File: src/rtl/pipeline_controller_if.sv
// Stall/flush handshake bundle between the pipeline stages and the stall/flush sequencer.
// The master side is the pipeline; the slave side is the controller.
interface pipeline_controller_if #(
    parameter int unsigned COUNTER_WIDTH = 32
);
    logic                     id_stall_request;
    logic                     ex_stall_request;
    logic                     mem_stall_request;
    logic                     flush_request;
    logic [31:0]              flush_pc;
    logic                     counter_clear;
    logic [5:0]               stall;
    logic                     flush;
    logic                     pc_redirect;
    logic [31:0]              new_pc;
    logic [COUNTER_WIDTH-1:0] stall_cycles;
    logic                     bus_timeout;

    modport master (
        output id_stall_request, ex_stall_request, mem_stall_request,
        output flush_request, flush_pc, counter_clear,
        input  stall, flush, pc_redirect, new_pc, stall_cycles, bus_timeout
    );

    modport slave (
        input  id_stall_request, ex_stall_request, mem_stall_request,
        input  flush_request, flush_pc, counter_clear,
        output stall, flush, pc_redirect, new_pc, stall_cycles, bus_timeout
    );
endinterface

File: src/rtl/pipeline_controller.sv
// Five-stage pipeline stall/flush sequencer with stalled-cycle counter and memory-bus timeout.
//   state   | meaning
//   RUN     | normal operation, stall from highest-priority request
//   PENDING | flush accepted during a memory wait, holding until the wait ends
//   FLUSH   | one-cycle flush and PC redirect to the latched target
module pipeline_controller #(
    parameter int unsigned TIMEOUT_CYCLES = 255,
    parameter int unsigned COUNTER_WIDTH  = 32
) (
    input logic            clock,
    input logic            reset,
    pipeline_controller_if.slave bus
);
    localparam logic [1:0] ST_RUN     = 2'd0;
    localparam logic [1:0] ST_PENDING = 2'd1;
    localparam logic [1:0] ST_FLUSH   = 2'd2;

    localparam logic [5:0] STALL_MEM  = 6'b011111;
    localparam logic [5:0] STALL_EX   = 6'b001111;
    localparam logic [5:0] STALL_ID   = 6'b000111;
    localparam logic [5:0] STALL_NONE = 6'b000000;

    localparam logic [7:0]               TIMEOUT_LIMIT = 8'(TIMEOUT_CYCLES);
    localparam logic [COUNTER_WIDTH-1:0] CYCLES_MAX    = '1;

    logic [1:0]               state;
    logic [1:0]               state_next;
    logic [5:0]               stall_vec;
    logic [31:0]              pc_q;
    logic [COUNTER_WIDTH-1:0] cycles_q;
    logic [7:0]               wait_q;
    logic [7:0]               wait_next;
    logic                     timeout_q;

    always_comb begin
        state_next = state;
        stall_vec  = STALL_NONE;
        case (state)
            ST_RUN: begin
                if (bus.flush_request) begin
                    stall_vec  = STALL_MEM;
                    state_next = bus.mem_stall_request ? ST_PENDING : ST_FLUSH;
                end else if (bus.mem_stall_request) begin
                    stall_vec = STALL_MEM;
                end else if (bus.ex_stall_request) begin
                    stall_vec = STALL_EX;
                end else if (bus.id_stall_request) begin
                    stall_vec = STALL_ID;
                end
            end
            ST_PENDING: begin
                stall_vec = STALL_MEM;
                if (!bus.mem_stall_request) begin
                    state_next = ST_FLUSH;
                end
            end
            ST_FLUSH: begin
                state_next = ST_RUN;
            end
            default: begin
                state_next = ST_RUN;
            end
        endcase
    end

    // Wait counter holds at the limit so a long wait keeps the timeout asserted without wrapping.
    always_comb begin
        wait_next = 8'd0;
        if (bus.mem_stall_request) begin
            wait_next = (wait_q >= TIMEOUT_LIMIT) ? wait_q : wait_q + 8'd1;
        end
    end

    always_ff @(posedge clock or negedge reset) begin
        if (!reset) begin
            state     <= ST_RUN;
            pc_q      <= 32'h0;
            cycles_q  <= '0;
            wait_q    <= 8'd0;
            timeout_q <= 1'b0;
        end else begin
            state  <= state_next;
            wait_q <= wait_next;
            if (state == ST_RUN && bus.flush_request) begin
                pc_q <= bus.flush_pc;
            end
            if (bus.counter_clear) begin
                cycles_q <= '0;
            end else if (stall_vec != STALL_NONE && cycles_q != CYCLES_MAX) begin
                cycles_q <= cycles_q + COUNTER_WIDTH'(1);
            end
            if (bus.counter_clear) begin
                timeout_q <= 1'b0;
            end else if (wait_next == TIMEOUT_LIMIT) begin
                timeout_q <= 1'b1;
            end
        end
    end

    assign bus.stall        = stall_vec;
    assign bus.flush        = (state == ST_FLUSH);
    assign bus.pc_redirect  = (state == ST_FLUSH);
    assign bus.new_pc       = pc_q;
    assign bus.stall_cycles = cycles_q;
    assign bus.bus_timeout  = timeout_q;
endmodule
File: src/flat_wrapper.sv
// flat-port wrapper written by rule: the top's interface ports become plain ports
module pipeline_controller_flat 
#(
    parameter int unsigned TIMEOUT_CYCLES = 255,
    parameter int unsigned COUNTER_WIDTH  = 32
)
  (clock, reset, bus_id_stall_request, bus_ex_stall_request, bus_mem_stall_request, bus_flush_request, bus_flush_pc, bus_counter_clear, bus_stall, bus_flush, bus_pc_redirect, bus_new_pc, bus_stall_cycles, bus_bus_timeout);
  pipeline_controller_if #(.COUNTER_WIDTH(COUNTER_WIDTH)) bus_i ();
  input logic clock;
  input logic reset;
  input wire logic [$bits(bus_i.id_stall_request)-1:0] bus_id_stall_request;
  input wire logic [$bits(bus_i.ex_stall_request)-1:0] bus_ex_stall_request;
  input wire logic [$bits(bus_i.mem_stall_request)-1:0] bus_mem_stall_request;
  input wire logic [$bits(bus_i.flush_request)-1:0] bus_flush_request;
  input wire logic [$bits(bus_i.flush_pc)-1:0] bus_flush_pc;
  input wire logic [$bits(bus_i.counter_clear)-1:0] bus_counter_clear;
  output wire logic [$bits(bus_i.stall)-1:0] bus_stall;
  output wire logic [$bits(bus_i.flush)-1:0] bus_flush;
  output wire logic [$bits(bus_i.pc_redirect)-1:0] bus_pc_redirect;
  output wire logic [$bits(bus_i.new_pc)-1:0] bus_new_pc;
  output wire logic [$bits(bus_i.stall_cycles)-1:0] bus_stall_cycles;
  output wire logic [$bits(bus_i.bus_timeout)-1:0] bus_bus_timeout;
  assign bus_i.id_stall_request = bus_id_stall_request;
  assign bus_i.ex_stall_request = bus_ex_stall_request;
  assign bus_i.mem_stall_request = bus_mem_stall_request;
  assign bus_i.flush_request = bus_flush_request;
  assign bus_i.flush_pc = bus_flush_pc;
  assign bus_i.counter_clear = bus_counter_clear;
  assign bus_stall = bus_i.stall;
  assign bus_flush = bus_i.flush;
  assign bus_pc_redirect = bus_i.pc_redirect;
  assign bus_new_pc = bus_i.new_pc;
  assign bus_stall_cycles = bus_i.stall_cycles;
  assign bus_bus_timeout = bus_i.bus_timeout;
  pipeline_controller #(.TIMEOUT_CYCLES(TIMEOUT_CYCLES), .COUNTER_WIDTH(COUNTER_WIDTH)) u_core (.clock(clock), .reset(reset), .bus(bus_i));
endmodule
File: config.mk
export PLATFORM = sky130hd
export DESIGN_NAME = pipeline_controller_flat
export DESIGN_NICKNAME = d
export VERILOG_FILES = /design/src/rtl/pipeline_controller_if.sv /design/src/rtl/pipeline_controller.sv /design/src/flat_wrapper.sv
export SDC_FILE = /design/constraint.sdc
export NUM_CORES = 1
export LEC_CHECK = 0
export CORE_MARGIN = 3
export CORE_UTILIZATION = 47
export DETAILED_ROUTE_END_ITERATION = 10
export GPL_TIMING_DRIVEN = 0
export PLACE_DENSITY = 0.8
export SLEW_MARGIN = 15
export SYNTH_ARGS = -nofsm -noshare
export SYNTH_HDL_FRONTEND = slang
export SYNTH_SLANG_ARGS = --single-unit
File: constraint.sdc
create_clock -name clock -period 2.9 [get_ports clock]
set_clock_uncertainty 0.2 [all_clocks]
set_input_delay 0.435 -clock clock [delete_from_list [all_inputs] [get_ports clock]]
set_output_delay 0.435 -clock clock [all_outputs]
set_load 0.005 [all_outputs]
Word-level counts from Yosys, hierarchy flattened:

Cells that the tools add are included.

* input port bits: 39
* bits in registers: 75
* word-level logic and storage cells: 36

* equality and inequality tests: 6
* add/sub/neg operators: 2
* $lt $le $gt $ge: 1
* muxes and demuxes: 15
* reduce and logical (&&, ||, !) cells: 7

Operators by type and width (count)
* $mux W32: 2
* $add A32 B1 Y32 const B: 1
* $ne A32 B32 Y1 const B: 1
* $mux W6: 3
* $mux W8: 2
* $pmux W6 S2: 1
* $add A8 B1 Y8 const B: 1
* $eq A8 B8 Y1 const B: 1
* $ge A8 B8 Y1 const B: 1
* $mux W2: 3
* $reduce_bool A6 Y1: 1
* $ne A2 B2 Y1 const B: 2
* $pmux W2 S2: 1
* $reduce_bool A2 Y1: 2
* $mux W3: 1
* $eq A2 B1 Y1 const B: 1
* $eq A2 B2 Y1 const B: 1
* $logic_and A1 B1 Y1: 2
* $logic_not A2 Y1: 1
* $mux W1: 2
* $reduce_and A2 Y1: 1

Logic depth before layout (Yosys ltp):

Gate-level depths: netlist (run 1).

* word-level depth: 9
* gate-level depth with buffers: 8
* depth with buffers taken out: 6

Worst setup path before layout (run 1):

No wires, ideal clock.

* path kind: in2reg
* start: in bus_flush_request
* end: reg u_core.cycles_q[29] (netlist: u_core.bus.stall_cycles[29])
* required time: 2572 ps
* stages on the path: 7
* slack: 816 ps
* setup time: 128 ps
* arrival: 1757 ps
* buffers on the path: 1
* cell sequence: nor4_1 a21o_2 inv_4 nand2_2 buf_4 nor4_1 mux2_1

* longest elaborated chain between the ends: 5

Ends and longest elaborated chain
* from (decl): RTL line flat_wrapper.sv:14 `input wire logic [$bits(bus_i.flush_request)-1:0] bus_flush_request;`
* $mux W6: RTL line pipeline_controller.sv:40 `if (bus.flush_request) begin`
* $pmux W6 S2: RTL line pipeline_controller.sv:38 `case (state)`
* net bus_stall[0]: RTL line flat_wrapper.sv:17 `output wire logic [$bits(bus_i.stall)-1:0] bus_stall;`
* $reduce_bool A6 Y1: RTL line pipeline_controller.sv:89 `end else if (stall_vec != STALL_NONE && cycles_q != CYCLES_MAX) begin`
* $logic_and A1 B1 Y1: RTL line pipeline_controller.sv:89
* $reduce_bool A2 Y1 (no line)
* to (signal assigned): RTL line pipeline_controller.sv:90 `cycles_q <= cycles_q + COUNTER_WIDTH'(1);`
* to (decl): RTL line pipeline_controller.sv:30 `logic [COUNTER_WIDTH-1:0] cycles_q;`

The timed path passes the listed nets, and every way through them passes these cells.
A chain may end at the register's enable or synchronous reset.

Worst setup path in the final report (run 1):

* start: in bus_flush_request
* end: out bus_stall[2]

* longest elaborated chain between the ends: 2

Ends and longest elaborated chain (RTL line)
* $mux W6: pipeline_controller.sv:40
* $pmux W6 S2: pipeline_controller.sv:38
* to (decl): flat_wrapper.sv:17

Every way passes these cells.

==> flow_metrics.py, run 1 <==
metrics = {
    "layout": {
        "multi_input_area_um2": 1702,
        "regArea_um2": 1877,
        "stdcell_count": 560,
        "nets": 497,
        "n_antenna_cell": 0,
        "areaGrowthSynthToFinish_pct": 39.64,
        "drive_above_1_share": 0.1584,
        "fillers": 582,
    },
    "die": {
        "core_area_um2": 7447,
        "die-area_um2": 8964,
        "fp.dieW_um": 94.68,
        "io_pins": 112,
        "row_count": 31,
        "die_h_um": 94.68,
        "initial_core_util": 0.4963,
    },
    "synthesis": {
        "synth_top_area_frac": 0.5078,
        "yosysWarnings": 0,
        "netlist_area_um2": 3696,
        "ys.flop_type": "dfrtp_1",
        "synth.cells.most_frequent": "dfrtp_1, mux2_2, nor2_1, a21oi_1, nand2_1",
        "netlist_top_cells_area": "dfrtp_1, mux2_2, a21oi_1, xnor2_1, nor2_1",
        "synth_nets": 375,
        "seq_area_frac_synth": 0.5078,
        "synth_edf_count": 0,
        "yosysMostFrequentCell": "dfrtp_1",
        "ys_seq_elements": 75,
        "async_flop_share": 1.000,
        "synth_top_cell_by_area": "dfrtp_1",
        "synth.avg_cell_area_um2": 11.07,
        "ys_types": 50,
        "synth_cells": 334,
    },
    "clocking": {
        "clkSinkCount": 75,
        "cts_tree": "built",
        "clk_pin_slew_ns": 0.08,
        "cts-root-buf": "clkbuf_8",
        "clock_latency_ns": 0.34,
        "clk_path_buf_depth": 2,
        "cts.htree.levels": 3,
        "cts_buffers": 9,
    },
    "critical_path": {
        "cp_data_required_time_ns": 2.27,
        "crit_arrival_ns": 2.20,
        "cp_slowest_cell": "clkdlybuf4s50_1",
        "critPathLaunchType": "input pin",
        "critPathMaxFanout": 10,
        "max_stage_delay_ns": 0.47,
        "crit_type": "input pin to output port",
        "cpMostUsedCell": "clkdlybuf4s50_1",
        "crit_path_cell_trace": "clkdlybuf4s50_1 -> nor4_4 -> a21o_4 -> inv_4 -> buf_4 -> clkdlybuf4s50_1",
        "end_kind": "output port",
    },
    "sta": {
        "max_slew.worst_pin.slew_ns": 0.6006,
        "slew_headroom": 0.5987,
        "finalHoldViolCount": 0,
        "fin_crit_ns": 2.832,
        "max_freq_mhz": 353.0,
        "finalCritPeriodShare": 0.9767,
        "drv_slew": 0,
        "setup_viol": 0,
        "rsz0062_at_grt": "no",
    },
    "place": {
        "gp_congestion": 0.8462,
        "dp.cells": 543,
        "port_buffers": 109,
        "dp_hpwl_um": 6755,
    },
    "routing": {
        "wl_um": 9207,
        "viasPerCell": 5.523,
        "vias": 3093,
        "ant_nets": 0,
        "initialDrtViolationCount": 136,
        "drcViolationCount": 0,
        "wl_per_cell_um": 16.44,
        "firstDrtPassIters": 4,
    },
    "global_routing": {
        "grt-busiest-layer": "met2",
        "use_met3": 0.05498,
        "antenna_found_initial": 0,
        "grt_pass1_vias": 3135,
        "grt_max_degree": 60,
        "grt_overflow": 0,
        "grt_pass1_wl_um": 14950,
        "grtUsageMet2": 0.3576,
        "met1_usage": 0.2798,
        "grt.total_usage": 0.2150,
    },
    "power_and_ir_drop": {
        "ir_worst_vdd_mv": 0.3150,
        "p_leak_nw": 2.065,
        "p_per_area_nw_per_um2": 479.8,
        "p_total_mw": 2.476,
    },
    "run": {
        "cap_violations": 0,
    },
    "worst_hold_path": {
        "hold_class": "input pin to asynchronous set/reset pin",
    },
    "status": {
        "status": "completed",
    },
}
-- routing by layer --
layer / wire (um) / vias to the layer above
li1: - / 1461
met1: 3904 / 1508
met2: 4619 / 111
met3: 550 / 13
met4: 133 / 0
met5: 0 / -
-- path summary, 6_finish.rpt --
path                                              from                           to  slack (ns)  cells past startpoint
max in group asynchronous                        reset   u_core.bus.stall_cycles[3]        1.64                      3
min reg2reg                      u_core.bus.new_pc[30]        u_core.bus.new_pc[30]        0.31                      1
max                                  bus_flush_request                 bus_stall[2]        0.07                      6
min                                              reset  u_core.bus.stall_cycles[24]        0.30                      2
min in group clock               u_core.bus.new_pc[30]        u_core.bus.new_pc[30]        0.31                      1
max reg2reg                u_core.bus.stall_cycles[19]  u_core.bus.stall_cycles[29]        0.43                      6
-- where the power goes --
group / internal [mW] / leakage, nW / switching [mW]
clock network: 0.417 / 0.0991 / 0.385
logic: 0.315 / 0.998 / 0.160
registers: 1.14 / 0.969 / 0.0567
total: 1.87 / 2.07 / 0.602
-- placed cells by master (no fill, tap or decap), types with 3 or more instances in the layout --
| cell | n |
|---|---|
| clkbuf_8 | 10 |
| nand2_1 | 17 |
| xnor2_1 | 14 |
| nor2_1 | 26 |
| inv_1 | 6 |
| or4_1 | 10 |
| o31ai_1 | 10 |
| a21oi_1 | 25 |
| clkdlybuf4s50_1 | 108 |
| buf_4 | 7 |
| and3_1 | 7 |
| clkinv_2 | 3 |
| dfrtp_1 | 75 |
| nor4_4 | 4 |
| clkbuf_1 | 10 |
| nand4_1 | 9 |
| a211oi_1 | 8 |
| or3_1 | 6 |
| and2_1 | 3 |
| mux2_2 | 32 |
| nor2b_1 | 4 |
| and4_1 | 3 |
| nand3_1 | 11 |
| nor3_1 | 5 |
| o21ai_0 | 7 |
-- registers in the layout, indices dropped and copies added, names as in the netlist --
| register | cells |
|---|---|
| u_core.bus.new_pc | 32 |
| u_core.wait_q | 8 |
| u_core.bus.stall_cycles | 32 |
| u_core.state | 2 |
| u_core.bus.bus_timeout | 1 |
-- kinds of logic (layout without fill, tap and decap cells) --
logic type | Yosys count | in the layout | share of synthesized area
other cells | 1 | 1 | 0.001015
xor+xnor | 16 | 16 | 0.03792
compound gates | 58 | 58 | 0.09581
mux | 35 | 35 | 0.1063
flops | 75 | 75 | 0.5078
buf+inv | 26 | 153 | 0.03757
fa+ha+maj | 2 | 2 | 0.006769
simple gates | 121 | 121 | 0.2068
-- what timing repair did --
action	4_1_cts	5_1_grt
gates resized for setup	3	0
endpoints found under the setup margin	3	2
buffers inserted	0	0
pin swaps	0	1
hold endpoints to repair	16	0
hold buffers	1	0
-- per-stage QoR --
| step | hold slack [ns] | instance area (um^2) | worst slack (ns) | util | setup TNS, ns |
|---|---|---|---|---|---|
| 6_report | 0.3031 | 5161 | 0.06751 | 0.6930 | 0 |
| 2_1_floorplan | -0.06059 | 3696 | 0.8157 | - | 0 |
| 4_1_cts | 0.2940 | 5161 | 0.02410 | 0.6930 | 0 |
| 3_5_place_dp | 0.1282 | 4936 | -0.2717 | 0.6628 | -0.7651 |
| 3_3_place_gp | 0.2885 | 4911 | -1.448 | 0.6594 | -108.87 |
| 5_1_grt | 0.3068 | 5161 | 0.001668 | 0.6930 | 0 |
-- final cells by class --
cell class,instances,share of cell area
flip-flops and latches,75,0.3636
multi-input cells,233,0.3297
repair buffers,111,0.2182
clock buffers,11,0.02739
well taps,99,0.02400
plain buffers,19,0.02133
clock inverters,5,0.01018
inverters,7,0.005576
-- worst max-delay path, delay by kind of cell --
family                 cells  cell delay [ns]
AO/OA/AOI/OAI              1             0.24
AND/OR/NAND/NOR            1             0.38
buffers and inverters      4             1.13
(Power assumes the default switching activity.)
==> inputs of run 2 (changes only) <==
TNS_END_PERCENT = 20   (was not set)
==> results of run 2 <==
No change in the layout: final DEF, timing and power equal those of run 1.
